[src/rtl/mem_arb_pkg.sv]
`default_nettype none
// ============================================================================
//  Module   : mem_arb_pkg
//  Purpose  : Shared constants for the I/D main-memory arbiter. This covers
//             the default widths, the FSM state encodings and the owner IDs.
//  Revision : 1.0  initial release
// ============================================================================
package mem_arb_pkg;

  // Default widths: a 14-bit line address and a 64-bit line (four 16-bit words)
  localparam int ADDR_W_DEF = 14;
  localparam int LINE_W_DEF = 64;

  // Arbiter FSM states
  localparam logic [1:0] ST_IDLE = 2'd0;
  localparam logic [1:0] ST_BUSY = 2'd1;
  localparam logic [1:0] ST_RESP = 2'd2;

  // Current owner of the memory port
  localparam logic [1:0] OWN_NONE = 2'd0;
  localparam logic [1:0] OWN_I    = 2'd1;
  localparam logic [1:0] OWN_D    = 2'd2;

endpackage
`default_nettype wire

[src/rtl/mem_arbiter_if.sv]
`default_nettype none
// ============================================================================
//  Module   : mem_arbiter_if
//  Purpose  : Line-transfer bus. The requester side uses the master modport
//             and the responder side uses the slave modport. The I port, the
//             D port and the main-memory port all share this shape.
//  Revision : 1.0  initial release
// ============================================================================
interface mem_arbiter_if #(
  parameter int ADDR_W = mem_arb_pkg::ADDR_W_DEF,
  parameter int LINE_W = mem_arb_pkg::LINE_W_DEF
);
  logic              re;
  logic              we;
  logic              lock;
  logic [ADDR_W-1:0] addr;
  logic [LINE_W-1:0] wr_data;
  logic              rdy;
  logic [LINE_W-1:0] rd_data;

  modport master (output re, we, lock, addr, wr_data, input rdy, rd_data);
  modport slave  (input re, we, lock, addr, wr_data, output rdy, rd_data);
endinterface
`default_nettype wire

[src/rtl/mem_arb_pick.sv]
`default_nettype none
// ============================================================================
//  Module   : mem_arb_pick
//  Purpose  : Combinational winner select for the memory arbiter.
//             MEM_ARB_RR_EN defined  : round-robin; rr_ptr=1 favours D.
//             MEM_ARB_RR_EN undefined: fixed D-over-I priority.
//  Revision : 1.0  initial release
// ============================================================================
module mem_arb_pick
  import mem_arb_pkg::*;
(
  input  wire logic       i_req,
  input  wire logic       d_req,
  input  wire logic       rr_ptr,
  output logic      [1:0] owner
);

`ifndef MEM_ARB_RR_EN
  // In the fixed-priority build the pointer does not affect the result
  logic w_unused_ptr;
  assign w_unused_ptr = rr_ptr;
`endif

  // Choose the owner from the active requests
  always_comb begin
    owner = OWN_NONE;
`ifdef MEM_ARB_RR_EN
    if (d_req && (!i_req || rr_ptr))
      owner = OWN_D;
    else if (i_req)
      owner = OWN_I;
`else
    if (d_req)
      owner = OWN_D;
    else if (i_req)
      owner = OWN_I;
`endif
  end

endmodule
`default_nettype wire

[src/rtl/mem_arbiter.sv]
`default_nettype none
// ============================================================================
//  Module   : mem_arbiter
//  Purpose  : Shares one main-memory port between the I-cache refill path
//             and the D-cache refill/write-back path. The owner's request is
//             latched at grant, and the module drives registered m_re/m_we/
//             m_addr/m_wr_data until m_rdy. It then pulses the owner's rdy
//             for one cycle and returns the line. With d_lock held, a D
//             write-back and the following refill stay atomic.
//  Config   : MEM_ARB_RR_EN selects round-robin arbitration in IDLE.
//             When it is undefined, D has fixed priority over I.
//  Revision : 1.0  initial release
// ============================================================================
module mem_arbiter
  import mem_arb_pkg::*;
#(
  parameter int ADDR_W = ADDR_W_DEF,
  parameter int LINE_W = LINE_W_DEF
) (
  input  wire logic    clk,
  input  wire logic    rst_n,
  mem_arbiter_if.slave  i_port,
  mem_arbiter_if.slave  d_port,
  mem_arbiter_if.master m_port
);

  logic [1:0]        r_state;
  logic [1:0]        r_owner;
  logic              r_lock;
  logic              r_m_re;
  logic              r_m_we;
  logic [ADDR_W-1:0] r_m_addr;
  logic [LINE_W-1:0] r_m_wr_data;
  logic              r_i_rdy;
  logic              r_d_rdy;
  logic [LINE_W-1:0] r_i_rd_data;
  logic [LINE_W-1:0] r_d_rd_data;

  logic              w_d_req;
  logic              w_rr_ptr;
  logic [1:0]        w_pick;

  // The I side only reads, so its write, lock and data lines have no effect
  logic w_unused;
  assign w_unused = ^{i_port.we, i_port.lock, i_port.wr_data};

  assign w_d_req = d_port.re | d_port.we;

`ifdef MEM_ARB_RR_EN
  logic r_rr_ptr;

  // After each grant from IDLE, priority passes to the side that lost.
  // A locked D chain is granted once and therefore counts once.
  always_ff @(posedge clk) begin
    if (!rst_n)
      r_rr_ptr <= 1'b1;
    else if (r_state == ST_IDLE && w_pick != OWN_NONE)
      r_rr_ptr <= (w_pick == OWN_I);
  end

  assign w_rr_ptr = r_rr_ptr;
`else
  assign w_rr_ptr = 1'b1;
`endif

  mem_arb_pick u_pick (
    .i_req  (i_port.re),
    .d_req  (w_d_req),
    .rr_ptr (w_rr_ptr),
    .owner  (w_pick)
  );

  // Main FSM: grant in IDLE, hold the strobes in BUSY, pulse rdy in RESP
  always_ff @(posedge clk) begin
    if (!rst_n) begin
      r_state     <= ST_IDLE;
      r_owner     <= OWN_NONE;
      r_lock      <= 1'b0;
      r_m_re      <= 1'b0;
      r_m_we      <= 1'b0;
      r_m_addr    <= '0;
      r_m_wr_data <= '0;
      r_i_rdy     <= 1'b0;
      r_d_rdy     <= 1'b0;
      r_i_rd_data <= '0;
      r_d_rd_data <= '0;
    end else begin
      r_i_rdy <= 1'b0;
      r_d_rdy <= 1'b0;
      case (r_state)
        ST_IDLE: begin
          r_owner <= w_pick;
          if (w_pick == OWN_D) begin
            // A write takes precedence over a simultaneous read
            r_m_we      <= d_port.we;
            r_m_re      <= ~d_port.we;
            r_m_addr    <= d_port.addr;
            r_m_wr_data <= d_port.wr_data;
            r_state     <= ST_BUSY;
          end else if (w_pick == OWN_I) begin
            r_m_we      <= 1'b0;
            r_m_re      <= 1'b1;
            r_m_addr    <= i_port.addr;
            r_m_wr_data <= '0;
            r_state     <= ST_BUSY;
          end
        end
        ST_BUSY: begin
          if (m_port.rdy) begin
            if (r_m_re && r_owner == OWN_I)
              r_i_rd_data <= m_port.rd_data;
            if (r_m_re && r_owner == OWN_D)
              r_d_rd_data <= m_port.rd_data;
            r_i_rdy <= (r_owner == OWN_I);
            r_d_rdy <= (r_owner == OWN_D);
            r_lock  <= (r_owner == OWN_D) & d_port.lock;
            r_m_re  <= 1'b0;
            r_m_we  <= 1'b0;
            r_state <= ST_RESP;
          end
        end
        ST_RESP: begin
          // No arbitration here. Only a locked D chain continues straight into BUSY.
          r_lock <= 1'b0;
          if (r_lock && w_d_req) begin
            r_m_we      <= d_port.we;
            r_m_re      <= ~d_port.we;
            r_m_addr    <= d_port.addr;
            r_m_wr_data <= d_port.wr_data;
            r_state     <= ST_BUSY;
          end else begin
            r_owner <= OWN_NONE;
            r_state <= ST_IDLE;
          end
        end
        default: begin
          r_owner <= OWN_NONE;
          r_m_re  <= 1'b0;
          r_m_we  <= 1'b0;
          r_state <= ST_IDLE;
        end
      endcase
    end
  end

  assign m_port.re      = r_m_re;
  assign m_port.we      = r_m_we;
  assign m_port.lock    = 1'b0;
  assign m_port.addr    = r_m_addr;
  assign m_port.wr_data = r_m_wr_data;

  assign i_port.rdy     = r_i_rdy;
  assign i_port.rd_data = r_i_rd_data;
  assign d_port.rdy     = r_d_rdy;
  assign d_port.rd_data = r_d_rd_data;

endmodule
`default_nettype wire

[src/flat_wrapper.sv]
// flat-port wrapper written by rule: the top's interface ports become plain ports
module mem_arbiter_flat import mem_arb_pkg::*;
#(
  parameter int ADDR_W = ADDR_W_DEF,
  parameter int LINE_W = LINE_W_DEF
)
  (clk, rst_n, i_port_re, i_port_we, i_port_lock, i_port_addr, i_port_wr_data, i_port_rdy, i_port_rd_data, d_port_re, d_port_we, d_port_lock, d_port_addr, d_port_wr_data, d_port_rdy, d_port_rd_data, m_port_re, m_port_we, m_port_lock, m_port_addr, m_port_wr_data, m_port_rdy, m_port_rd_data);
  mem_arbiter_if #(.ADDR_W(ADDR_W), .LINE_W(LINE_W)) i_port_i ();
  mem_arbiter_if #(.ADDR_W(ADDR_W), .LINE_W(LINE_W)) d_port_i ();
  mem_arbiter_if #(.ADDR_W(ADDR_W), .LINE_W(LINE_W)) m_port_i ();
  input  wire logic clk;
  input  wire logic rst_n;
  input wire logic [$bits(i_port_i.re)-1:0] i_port_re;
  input wire logic [$bits(i_port_i.we)-1:0] i_port_we;
  input wire logic [$bits(i_port_i.lock)-1:0] i_port_lock;
  input wire logic [$bits(i_port_i.addr)-1:0] i_port_addr;
  input wire logic [$bits(i_port_i.wr_data)-1:0] i_port_wr_data;
  output wire logic [$bits(i_port_i.rdy)-1:0] i_port_rdy;
  output wire logic [$bits(i_port_i.rd_data)-1:0] i_port_rd_data;
  input wire logic [$bits(d_port_i.re)-1:0] d_port_re;
  input wire logic [$bits(d_port_i.we)-1:0] d_port_we;
  input wire logic [$bits(d_port_i.lock)-1:0] d_port_lock;
  input wire logic [$bits(d_port_i.addr)-1:0] d_port_addr;
  input wire logic [$bits(d_port_i.wr_data)-1:0] d_port_wr_data;
  output wire logic [$bits(d_port_i.rdy)-1:0] d_port_rdy;
  output wire logic [$bits(d_port_i.rd_data)-1:0] d_port_rd_data;
  output wire logic [$bits(m_port_i.re)-1:0] m_port_re;
  output wire logic [$bits(m_port_i.we)-1:0] m_port_we;
  output wire logic [$bits(m_port_i.lock)-1:0] m_port_lock;
  output wire logic [$bits(m_port_i.addr)-1:0] m_port_addr;
  output wire logic [$bits(m_port_i.wr_data)-1:0] m_port_wr_data;
  input wire logic [$bits(m_port_i.rdy)-1:0] m_port_rdy;
  input wire logic [$bits(m_port_i.rd_data)-1:0] m_port_rd_data;
  assign i_port_i.re = i_port_re;
  assign i_port_i.we = i_port_we;
  assign i_port_i.lock = i_port_lock;
  assign i_port_i.addr = i_port_addr;
  assign i_port_i.wr_data = i_port_wr_data;
  assign i_port_rdy = i_port_i.rdy;
  assign i_port_rd_data = i_port_i.rd_data;
  assign d_port_i.re = d_port_re;
  assign d_port_i.we = d_port_we;
  assign d_port_i.lock = d_port_lock;
  assign d_port_i.addr = d_port_addr;
  assign d_port_i.wr_data = d_port_wr_data;
  assign d_port_rdy = d_port_i.rdy;
  assign d_port_rd_data = d_port_i.rd_data;
  assign m_port_re = m_port_i.re;
  assign m_port_we = m_port_i.we;
  assign m_port_lock = m_port_i.lock;
  assign m_port_addr = m_port_i.addr;
  assign m_port_wr_data = m_port_i.wr_data;
  assign m_port_i.rdy = m_port_rdy;
  assign m_port_i.rd_data = m_port_rd_data;
  mem_arbiter #(.ADDR_W(ADDR_W), .LINE_W(LINE_W)) u_core (.clk(clk), .rst_n(rst_n), .i_port(i_port_i), .d_port(d_port_i), .m_port(m_port_i));
endmodule
[config.mk]
export PLATFORM = sky130hd
export DESIGN_NAME = mem_arbiter_flat
export DESIGN_NICKNAME = d
export VERILOG_FILES = /design/src/rtl/mem_arb_pkg.sv /design/src/rtl/mem_arbiter_if.sv /design/src/rtl/mem_arb_pick.sv /design/src/rtl/mem_arbiter.sv /design/src/flat_wrapper.sv
export SDC_FILE = /design/constraint.sdc
export NUM_CORES = 1
export LEC_CHECK = 0
export CELL_PAD_IN_SITES_DETAIL_PLACEMENT = 2
export CELL_PAD_IN_SITES_GLOBAL_PLACEMENT = 2
export CORE_MARGIN = 2
export CORE_UTILIZATION = 20
export CTS_CLUSTER_DIAMETER = 50
export DETAILED_ROUTE_END_ITERATION = 6
export PLACE_DENSITY = 0.78
export SLEW_MARGIN = 20
export SYNTH_ARGS = -nofsm -noshare
export SYNTH_HDL_FRONTEND = slang
export SYNTH_SLANG_ARGS = --single-unit
export TNS_END_PERCENT = 5
[constraint.sdc]
create_clock -name clk -period 1.7 [get_ports clk]
set_input_delay 0.34 -clock clk [delete_from_list [all_inputs] [get_ports clk]]
set_output_delay 0.34 -clock clk [all_outputs]
set_load 0.03 [all_outputs]
==> results.yml <==
worst_setup_path:
  worstSetupStartpointType: "register"
  cp.required_ns: 1.36
  ff2ff_setup_slack_ns: 0.17
  criticalPathCategory: "register to output pin"
  r2r-start: "u_core.r_state[1]"
  worst-path-buf-inv: 1
  crit_family: "buffers and inverters"
  critPathMaxFanout: 2
  max_stage_delay_ns: 0.40
  setup.worst_path.end_class: "output pin"
  r2r_cells: 7
  slowest_stage: "clkdlybuf4s15_1"
  cp_data_arrival_time_ns: 1.31
  r2r_end: "u_core.m_port.wr_data[14]"
  crit_chain: "clkdlybuf4s15_1"
logic_synthesis:
  synth.top_cell.area_share_pct: 54.00
  synth_enable_flop_cells: 0
  synth_simple_gate_area_share_pct: 19.98
  syn_area_per_cell_um2: 8.372
  synth_xor_area_share_pct: 0
  synthMuxAreaShare_pct: 9.796
  yosys.area.top_type: "dfxtp_1"
  ys_types: 29
  async_flop_share_pct: 0
  yosysSeqAreaShare_pct: 54.00
  synth_compound_area_share_pct: 11.88
  yosysMostFrequentCell: "nand2_1"
  yosys_warnings: 0
  ys.flop_type: "dfxtp_1"
  synthAdderAreaFrac_pct: 0
  synth_seq_cells: 215
  syn_nets: 1181
  ys_top_cells_by_count: "nand2_1 (387), dfxtp_1 (215), a21oi_1 (133)"
  netlist_area_um2: 7970
  synth_top_family_by_area: "simple AND/OR/NAND/NOR gates"
  yosys-top-cells-area: "dfxtp_1 (54%), nand2_1 (18%), mux2i_1 (9.8%)"
  syn_inst: 952
clock_network:
  clk_pin_slew_ns: 0.05
  cts_tree: "yes"
  root_buffer: "clkbuf_16"
  post_cts_buffers: 0
  cts.sinks: 215
  cts_hold_buf: 0
  clkLatencyLatePin_ns: 0.54
  cts_buffer_depth: 3
  h-tree-depth: 2
  cts_buffers: 35
sta:
  fmax_ghz: 0.6063
  setup_tns_ns: 0
  rsz0062_at_grt: "true"
  finalMaxSlewViolations: 0
  timing.final.crit_share_pct: 97.02
  finalSetupViolations: 0
  clock_skew_ns: 0.01504
  hold_viol_final: 0
  min_period_ns: 1.649
run:
  cap_violations: 0
power_and_ir_drop:
  power_density_nw_per_um2: 1081
  fin_total_pwr_mw: 14.65
  p_leak_nw: 5.805
  vdd_drop_max_mv: 0.5269
route:
  viasPerCell: 4.302
  wire_per_inst_um: 17.90
  drtAntennaViolNets: 0
  dr.pass1.iters: 4
  vias: 8109
  drcViolationCount: 0
  drtIter0Drc: 190
  drt_wl_total_um: 33740
final_layout:
  layout.nets: 1560
  drive_gt1_share_pct: 8.407
  multi_input_area_um2: 3349
  fillerInstances: 4421
  areaGrowthSynthToFinish_pct: 70.03
  final_core_util_pct: 34.27
  seq_area_um2: 4304
global_route:
  antenna_found_initial: 6
  gr-total-overflow: 0
  grt_first_pass_wirelength_um: 50900
  grt_pass1_vias: 8935
  grt_max_degree: 82
  grt_use_total_pct: 15.91
floorplan:
  die_y_um: 203.6
  die_width_um: 203.6
  initial_core_util_pct: 20.15
  die-area_um2: 41460
  ios: 440
  rows: 73
  core_um2: 39550
placement:
  dp_hpwl_um: 23520
  place_congestion: 0.7489
  port_buffers: 372
min_path:
  hold_path.startpoint: "rst_n"
  hold-path-endpoint: "u_core.m_port.we"
  whs_path_depth: 4
  hold_path_class: "input port to register"
outcome:
  status: "complete, no violations"
## state kept, by name, summed over array words and instances (netlist names)
signal / count
u_core.i_port.rdy: 1
u_core.d_port.rdy: 1
u_core.m_port.we: 1
u_core.m_port.wr_data: 64
u_core.r_lock: 1
u_core.i_port.rd_data: 64
u_core.m_port.addr: 14
u_core.r_state: 2
u_core.m_port.re: 1
u_core.r_owner: 2
u_core.d_port.rd_data: 64
## cell type report
type	count	area share, %
well taps	525	4.847
clock inverters	19	1.930
multi-input cells	664	24.72
flip-flops and latches	215	31.76
diodes	4	0.07386
repair buffers	413	29.54
clock buffers	43	7.063
inverters	2	0.07386
## metrics by stage
stage               std cells  instance area [µm²]  setup slack (ns)  hold WS [ns]
floorplan                 952                 7970            0.1599        0.4334
global placement         1819                12560           -0.3312        0.4401
detailed placement       1819                12560           -0.4185        0.4487
CTS                      1881                13530         0.0001698        0.3101
global route             1884                13550          -0.01162        0.3431
finish                   1885                13550           0.05063        0.3408
## cell families after synthesis
family	count (synthesis)
AOI/OAI and AO/OA	172
DFF	215
buffers and inverters	73
and+or+nand+nor	413
muxes	78
other	1
## cell usage in the layout (no fill, tap or decap), types with 3 or more instances in the layout
cell type,Yosys,routed
dlygate4sd2_1,0,174
clkdlybuf4s50_1,0,161
o211ai_1,15,15
nand2b_1,3,3
nand2_1,387,387
inv_6,0,3
bufinv_16,0,5
clkbuf_1,41,4
clkbuf_16,0,36
clkbuf_2,0,4
buf_12,0,17
diode_2,0,4
buf_4,5,24
o31ai_1,14,14
clkinv_2,0,5
a21oi_1,133,133
dfxtp_1,215,215
clkdlybuf4s15_1,0,31
clkbuf_8,0,3
nor2_1,9,8
mux2i_1,78,78
o21ai_0,5,5
## layer usage
metal	global-route usage [%]	up-vias	wire, µm
met4	6.621	4	1159
li1	-	3883	-
met5	0	-	26
met3	6.456	63	2799
met1	17.03	3888	13370
met2	27.65	271	16390
## power by group
group | internal [mW] | switching (mW) | leakage (nW)
logic | 0.827 | 1.01 | 3.46
clock network | 4.80 | 2.67 | 0.595
registers | 5.23 | 0.104 | 1.75
## worst max path at each step
stage,to,slack [ns],start,cells after the start
3_5_place_dp,u_core.m_port.addr[7],-0.42,d_port_we,8
3_3_place_gp,u_core.m_port.addr[5],-0.33,d_port_we,6
5_1_grt,m_port_wr_data[18],-0.01,u_core.m_port.wr_data[18],1
4_1_cts,m_port_wr_data[41],0.0002,u_core.m_port.wr_data[41],1
6_report,m_port_addr[9],0.05,u_core.m_port.addr[9],1
2_1_floorplan,u_core.i_port.rd_data[10],0.16,u_core.m_port.re,6
## what timing repair did
| item | 4_1_cts | 5_1_grt |
|---|---|---|
| cloned | 0 | 0 |
| pin swaps | 0 | 0 |
| gates resized for setup | 220 | 32 |
| setup endpoints to repair | 210 | 31 |
(Power assumes the default switching activity.)
